File: src/rtl/mux_rr_4.sv
// mux_rr_4: four-input round-robin arbitrated multiplexer.
// Merges four valid/ready streams into one registered output stream and
// tags every output beat with the 2-bit index of the source that produced it.
module mux_rr_4 #(
    parameter int unsigned BUS_WIDTH = 8
) (
    input  logic                 clk,
    input  logic                 rst_n,
    input  logic [BUS_WIDTH-1:0] a,
    input  logic [BUS_WIDTH-1:0] b,
    input  logic [BUS_WIDTH-1:0] c,
    input  logic [BUS_WIDTH-1:0] d,
    input  logic                 a_valid,
    input  logic                 b_valid,
    input  logic                 c_valid,
    input  logic                 d_valid,
    output logic                 a_ready,
    output logic                 b_ready,
    output logic                 c_ready,
    output logic                 d_ready,
    output logic [BUS_WIDTH-1:0] y,
    output logic [1:0]           y_sel,
    output logic                 y_valid,
    input  logic                 y_ready
);

    logic [BUS_WIDTH-1:0] y_q, y_d;
    logic [1:0]           sel_q, sel_d;
    logic                 yv_q, yv_d;
    logic [1:0]           ptr_q, ptr_d;

    logic [3:0]           valid_vec;
    logic [3:0]           grant;
    logic [3:0]           ready_vec;
    logic [1:0]           gidx;
    logic [1:0]           idx;
    logic                 found;
    logic                 load;
    logic                 push;
    logic [BUS_WIDTH-1:0] gdata;

    assign valid_vec = {d_valid, c_valid, b_valid, a_valid};

    // Grant the first valid source scanning upward from ptr, wrapping mod 4.
    always_comb begin
        grant = '0;
        gidx  = '0;
        idx   = '0;
        found = 1'b0;
        for (int unsigned k = 0; k < 4; k++) begin
            idx = ptr_q + k[1:0];
            if (!found && valid_vec[idx]) begin
                grant[idx] = 1'b1;
                gidx       = idx;
                found      = 1'b1;
            end
        end
    end

    // Output register can take a beat when empty or being drained this cycle.
    always_comb begin
        load      = !yv_q || y_ready;
        ready_vec = grant & {4{load & rst_n}};
        push      = |ready_vec;
    end

    assign a_ready = ready_vec[0];
    assign b_ready = ready_vec[1];
    assign c_ready = ready_vec[2];
    assign d_ready = ready_vec[3];

    // Select the granted source's data.
    always_comb begin
        gdata = '0;
        case (gidx)
            2'd0:    gdata = a;
            2'd1:    gdata = b;
            2'd2:    gdata = c;
            default: gdata = d;
        endcase
    end

    // Next state: push loads a new beat (even while popping), pop alone empties.
    always_comb begin
        y_d   = y_q;
        sel_d = sel_q;
        yv_d  = yv_q;
        ptr_d = ptr_q;
        if (push) begin
            y_d   = gdata;
            sel_d = gidx;
            yv_d  = 1'b1;
            ptr_d = gidx + 2'd1;
        end else if (yv_q && y_ready) begin
            yv_d  = 1'b0;
        end
    end

    // State registers with synchronous active-low reset.
    always_ff @(posedge clk) begin
        if (!rst_n) begin
            y_q   <= '0;
            sel_q <= '0;
            yv_q  <= 1'b0;
            ptr_q <= '0;
        end else begin
            y_q   <= y_d;
            sel_q <= sel_d;
            yv_q  <= yv_d;
            ptr_q <= ptr_d;
        end
    end

    assign y       = y_q;
    assign y_sel   = sel_q;
    assign y_valid = yv_q;

endmodule

File: config.mk
export PLATFORM = sky130hd
export DESIGN_NAME = mux_rr_4
export DESIGN_NICKNAME = d
export VERILOG_FILES = /design/src/rtl/mux_rr_4.sv
export SDC_FILE = /design/constraint.sdc
export NUM_CORES = 1
export LEC_CHECK = 0
export BUFFER_PORTS_ARGS = -buffer_cell sky130_fd_sc_hd__buf_2
export CAP_MARGIN = 40
export CELL_PAD_IN_SITES_DETAIL_PLACEMENT = 0
export CELL_PAD_IN_SITES_GLOBAL_PLACEMENT = 1
export CORE_MARGIN = 10
export CORE_UTILIZATION = 32
export DETAILED_ROUTE_END_ITERATION = 6
export GPL_TIMING_DRIVEN = 0
export PLACE_DENSITY_LB_ADDON = 0.1
export SYNTH_ARGS = -nofsm -noshare
export SYNTH_HDL_FRONTEND = slang
export SYNTH_SLANG_ARGS = --single-unit
export TNS_END_PERCENT = 1
File: constraint.sdc
create_clock -name clk -period 3.1 [get_ports clk]
set_input_delay 0.31 -clock clk [delete_from_list [all_inputs] [get_ports clk]]
set_output_delay 0.31 -clock clk [all_outputs]
set_load 0.05 [all_outputs]
Word-level counts from Yosys, hierarchy flattened. Cells that the tools add are included.

Flip-flop bits (word level): 13. Bits of input ports: 39. Word-level logic and storage cells: 69. Output and inout bits: 15.

Reductions and logical operators: 16. Bitwise logic cells: 5. Add/subtract/negate cells: 4. Order comparisons: 8. Equal/unequal tests: 2. Mux-type cells: 30.

Operators by type and width (count): one-hot mux 8 bit (3 select lines) (1); two-way mux 4 bit (4); two-way mux 1 bit (13); less-than comparator 2 x 3 -> 1 bit (second input constant) (4); OR 4 bit (3); binary-select mux 1 bit (select 2 bit) (4); demux 1 bit (select 2 bit) (4); >= comparator 2 x 1 -> 1 bit (second input constant) (4); logical AND 1 bit (8); two-way mux 2 bit (4); adder 2 x 1 -> 2 bit (second input constant) (2); adder 2 bit (second input constant) (2); AND 4 bit (1); zero test 1 bit (4); OR reduction 4 bit (1); equality test 2 x 1 -> 1 bit (second input constant) (1); equality test 2 bit (second input constant) (1); zero test 2 bit (1); nonzero test 2 bit (1); AND 1 bit (1); logical OR 1 bit (1).

Depth between registers and ports, before layout.
Depth after elaboration: 15. Mapped depth: 17. Depth with buffers taken out: 12.

Least setup slack after synthesis. No wires, ideal clock.

Path type: register to register. Start: register ptr_q[0]. End: register y_q[0] (netlist: y[0]). Period minus slack after synthesis: 3.357 ns. Library setup time: 0.125 ns. Setup slack: -0.257 ns. Stages on the path, launching flop included: 18. Data arrival time: 3.232 ns. Cell sequence: dfxtp_1 > buf_4 > buf_2 > inv_1 > ha_1 > buf_4 > or3b_1 > a21oi_1 > or2_1 > buf_4 > o31a_1 > inv_1 > ha_1 > clkbuf_1 > a222oi_1 > o21ai_0 > nand2_1 > mux2i_1.

Longest elaborated chain between the ends: 14. Elaborated cells between the ends (all ways): 57. Classes of those cells: 3 x add/sub; 8 x order compare; 2 x eq/ne; 28 x mux; 4 x bitwise; 12 x reduce/logical.

Ends and longest elaborated chain: start: declaration (line 30) `logic [1:0] ptr_q, ptr_d;`; start signal: assignment (line 110) `ptr_q <= ptr_d;`; branches (longest 11 deep; another with adder 2 x 1 -> 2 bit); two-way mux 2 bit (*) (line 52) `if (!found && valid_vec[idx]) begin`; net gidx[1] (line 35) `logic [1:0] gidx;`; equality test 2 bit, or another cell as far along (line 75) `case (gidx)`; one-hot mux 8 bit (3 select lines) (*) (line 75); end signal: assignment (line 107) `y_q <= y_d;`; end: declaration (line 27) `logic [BUS_WIDTH-1:0] y_q, y_d;`.

Mark *: on every way through the listed nets, which the timed path passes. The select of a mux whose other input is x is not followed. A chain may end at the register's enable or synchronous reset.

Worst setup path in the final report.
Start: register ptr_q[1]. End: register y_q[1] (netlist: y[1]).

The elaborated chain is that of the path after synthesis.

==> summary.md <==
| Metric | Value |
|---|---|
| Slew @ Worst Pin | 409 ps |
| Maxcap violations | 0 |
| Grt ovf | 0 |
| Synth cell types | 43 |
| Critical path class | flip-flop to flip-flop |
| Critical path launch point type | flip-flop |
| Top-count cell post-synth | nand2_1 |
| Compound-Gate Fraction of Synth Area | 25.1% |
| Crit path cell chain | inv_1, ha_4, buf_6, or3b_1, a21oi_2, or2_1, buf_6, o31a_1, inv_2, ha_4, a222oi_1, o21ai_1, nand2_1, mux2i_1 |
| Final WS setup | 208 ps |
| Synth Area in Simple Gates | 20.7% |
| CP max-delay cell | a222oi_1 |
| Async SR Flop Fraction | 0% |
| Pins Over Slew Limit | 0 |
| CP max FO | 8 |
| Clock slew at reported path FFs | 60 ps |
| Synthesis Warnings | 0 |
| First-pass GRT wire length | 7510 um |
| Final setup viols | 0 |
| DR vias/cell | 5.30 |
| Register area share after synthesis | 17.8% |
| Xor-xnor portion of the synthesized cell area | 0% |
| Initial antenna violation count | 0 |
| Starting DRT DRC Count | 56 |
| Cell Area, Synth | 0.00146 mm2 |
| Share of layout cells above drive strength 1 | 40.7% |
| Post-synth EDFFs | 0 |
| Chip height | 87.6 um |
| Slew HR | 72.5% |
| Core ar. | 0.00438 mm2 |
| Syn nets | 230 |
| N_diodes | 0 |
| CP Data Arrival Time | 3010 ps |
| Avg Cell Area, Syn | 8.12 um2 |
| Mux share of post-synthesis cell area | 18.0% |
| Hold WC Path Type | input port to flip-flop |
| Max Buffers Root-to-Sink | 2 |
| Hpwl dp | 3460 um |
| Leakage power | 0.872 nW |
| Yosys top cell by area | dfxtp_1 |
| Clock Sinks | 13 |
| Vias in the first global route | 1667 |
| Most frequent cells after synthesis | nand2_1 (40), mux2i_1 (18), dfxtp_1 (13) |
| Status | completed |
| FF+latch count, synth | 13 |
| Power Density | 1110 mW/mm2 |
| Rows | 24 |
| Clock root buffer | clkbuf_8 |
| Num CTS Buffers | 3 |
| Drt wl/cell | 14.9 um |
| DP Worst Slack | -495 ps |
| Largest family of logic cells by synthesized area | compound AO/OA/AOI/OAI gates |
| CTS tree | built |
| Die X | 87.6 um |
| DR DRC count | 0 |
| Largest net degree at the start of global routing | 19 |
| Fillers | 456 |
| Final period utilization | 93.3% |
| Worst-Skew Late Latency | 240 ps |
| Post-synth top area share | 17.8% |
| Post-synth top flop | dfxtp_1 |
| Fmax | 0.346 GHz |
| GRT Util Overall | 11.5% |
| CP required | 3220 ps |
| Die area | 0.00767 mm2 |
| Final hold vios | 0 |
| Syn Inst Count | 180 |
| Fin cells | 295 |
| Top area cells in the synthesized netlist | dfxtp_1 (18%), mux2i_1 (12%), nand2_1 (10%) |
| Initial Util | 33.3% |
| GPL Wtd Cong | 0.792 |
| Post-DRT Antenna Nets | 0 |
| Maximum vdd ir drop | 0.000391 V |
| Worst Skew | 5.88 ps |
| Placed Cells incl. Taps | 283 |
| Layout area overhead | 35.8% |
| Port bufs | 51 |
| Worst setup EP type | flip-flop |
| H-tree depth | 1 |
| Placed inst area | 0.00180 mm2 |
| Final worst path period need | 2890 ps |
| Fin nets | 294 |
| Post-Synth Adder-Cell Area | 9.42% |
| Setup tns final | 0 ps |
| Routed vias | 1564 |
| Crit-path max cell delay | 370 ps |
| Num ports | 54 |
| Final WL | 4400 um |
| Cell area after layout | 0.00198 mm2 |
| Pre-Repair DR Iteration Count | 5 |
==> final timing paths <==
| check | from | end | slack, ps | cells past startpoint |
|---|---|---|---|---|
| worst max-delay path | ptr_q[1] | y[1] | 210 | 14 |
| worst min-delay path | rst_n | y[0] | 390 | 3 |
| worst max register to register | ptr_q[1] | y[1] | 210 | 14 |
| worst min register to register | y[1] | y[1] | 460 | 2 |
==> final cells by class <==
cell class / instances / area, um2 / area share, %
Clock buffer: 3 / 41.3 / 2.08
Clock inverter: 1 / 5.00 / 0.252
Multi-Input combinational cell: 146 / 1130 / 56.9
Tap cell: 52 / 65.1 / 3.28
Sequential cell: 13 / 268 / 13.5
Timing Repair Buffer: 65 / 360 / 18.2
Inverter: 5 / 26.3 / 1.32
Buffer: 10 / 90.1 / 4.54
==> per-layer routing <==
layer  track usage, %  routed length [um]
met5                0                   0
met2             18.9                2040
met1             13.8                1920
met4             2.75                  31
met3             4.36                 412
==> flip-flops by register name (all words and copies together), names as in the netlist <==
name,flops
y,8
y_valid,1
y_sel,2
ptr_q,2
==> worst max-delay path: cells and delay by family (launching register included) <==
family	cells	cell delay, ps
and+or+nand+nor	3	560
adders and majority gates	2	420
muxes	1	60
AOI/OAI and AO/OA	4	930
DFF	1	350
buffers and inverters	4	440
==> cells by family (layout without fill, tap and decap cells) <==
group | after synthesis | count (layout)
flip-flops | 13 | 13
AND/OR/NAND/NOR | 65 | 65
adder cells (fa/ha/maj) | 11 | 11
buffers and inverters | 21 | 84
multiplexers | 22 | 22
AO/OA/AOI/OAI | 48 | 48
==> metrics by stage <==
step	power (mW)	util (%)	hold slack, ps
finish	2.21	45.3	388
global route	2.41	45.3	415
CTS	2.07	43.3	393
detailed placement	1.82	41.1	449
global placement	1.83	41.1	443
floorplan	1.50	-	554
==> power breakdown <==
| group | internal [mW] | switching (mW) |
|---|---|---|
| logic | 0.745 | 1.02 |
| clock network | 0.0887 | 0.0630 |
| registers | 0.243 | 0.0443 |
| total | 1.08 | 1.13 |
==> repair_timing <==
action / CTS / global route
pin swaps: 4 / 11
setup endpoints to repair: 13 / 8
gates resized for setup: 15 / 10
endpoints found under the hold margin: 0 / 0
hold buffers: 0 / 0
setup buffers: 4 / 10
==> cells in the final DEF, fill, tap and decap left out, types with 2 or more instances in the layout <==
cell,instances
a21bo_2,2
a21oi_1,6
a221oi_1,3
a222oi_1,8
buf_2,53
buf_4,14
buf_6,5
clkbuf_8,3
dfxtp_1,11
dfxtp_4,2
ha_1,6
ha_2,2
ha_4,3
inv_2,2
mux2i_1,18
mux4_2,2
nand2_1,40
nand2b_1,5
nor2_1,5
nor3_1,2
nor3b_1,2
o21a_1,2
o21ai_0,10
o21ai_1,3
o21ai_2,2
o22ai_1,4
or2b_1,2
or3_1,2
No activity file was read; power rests on OpenSTA's default activity.
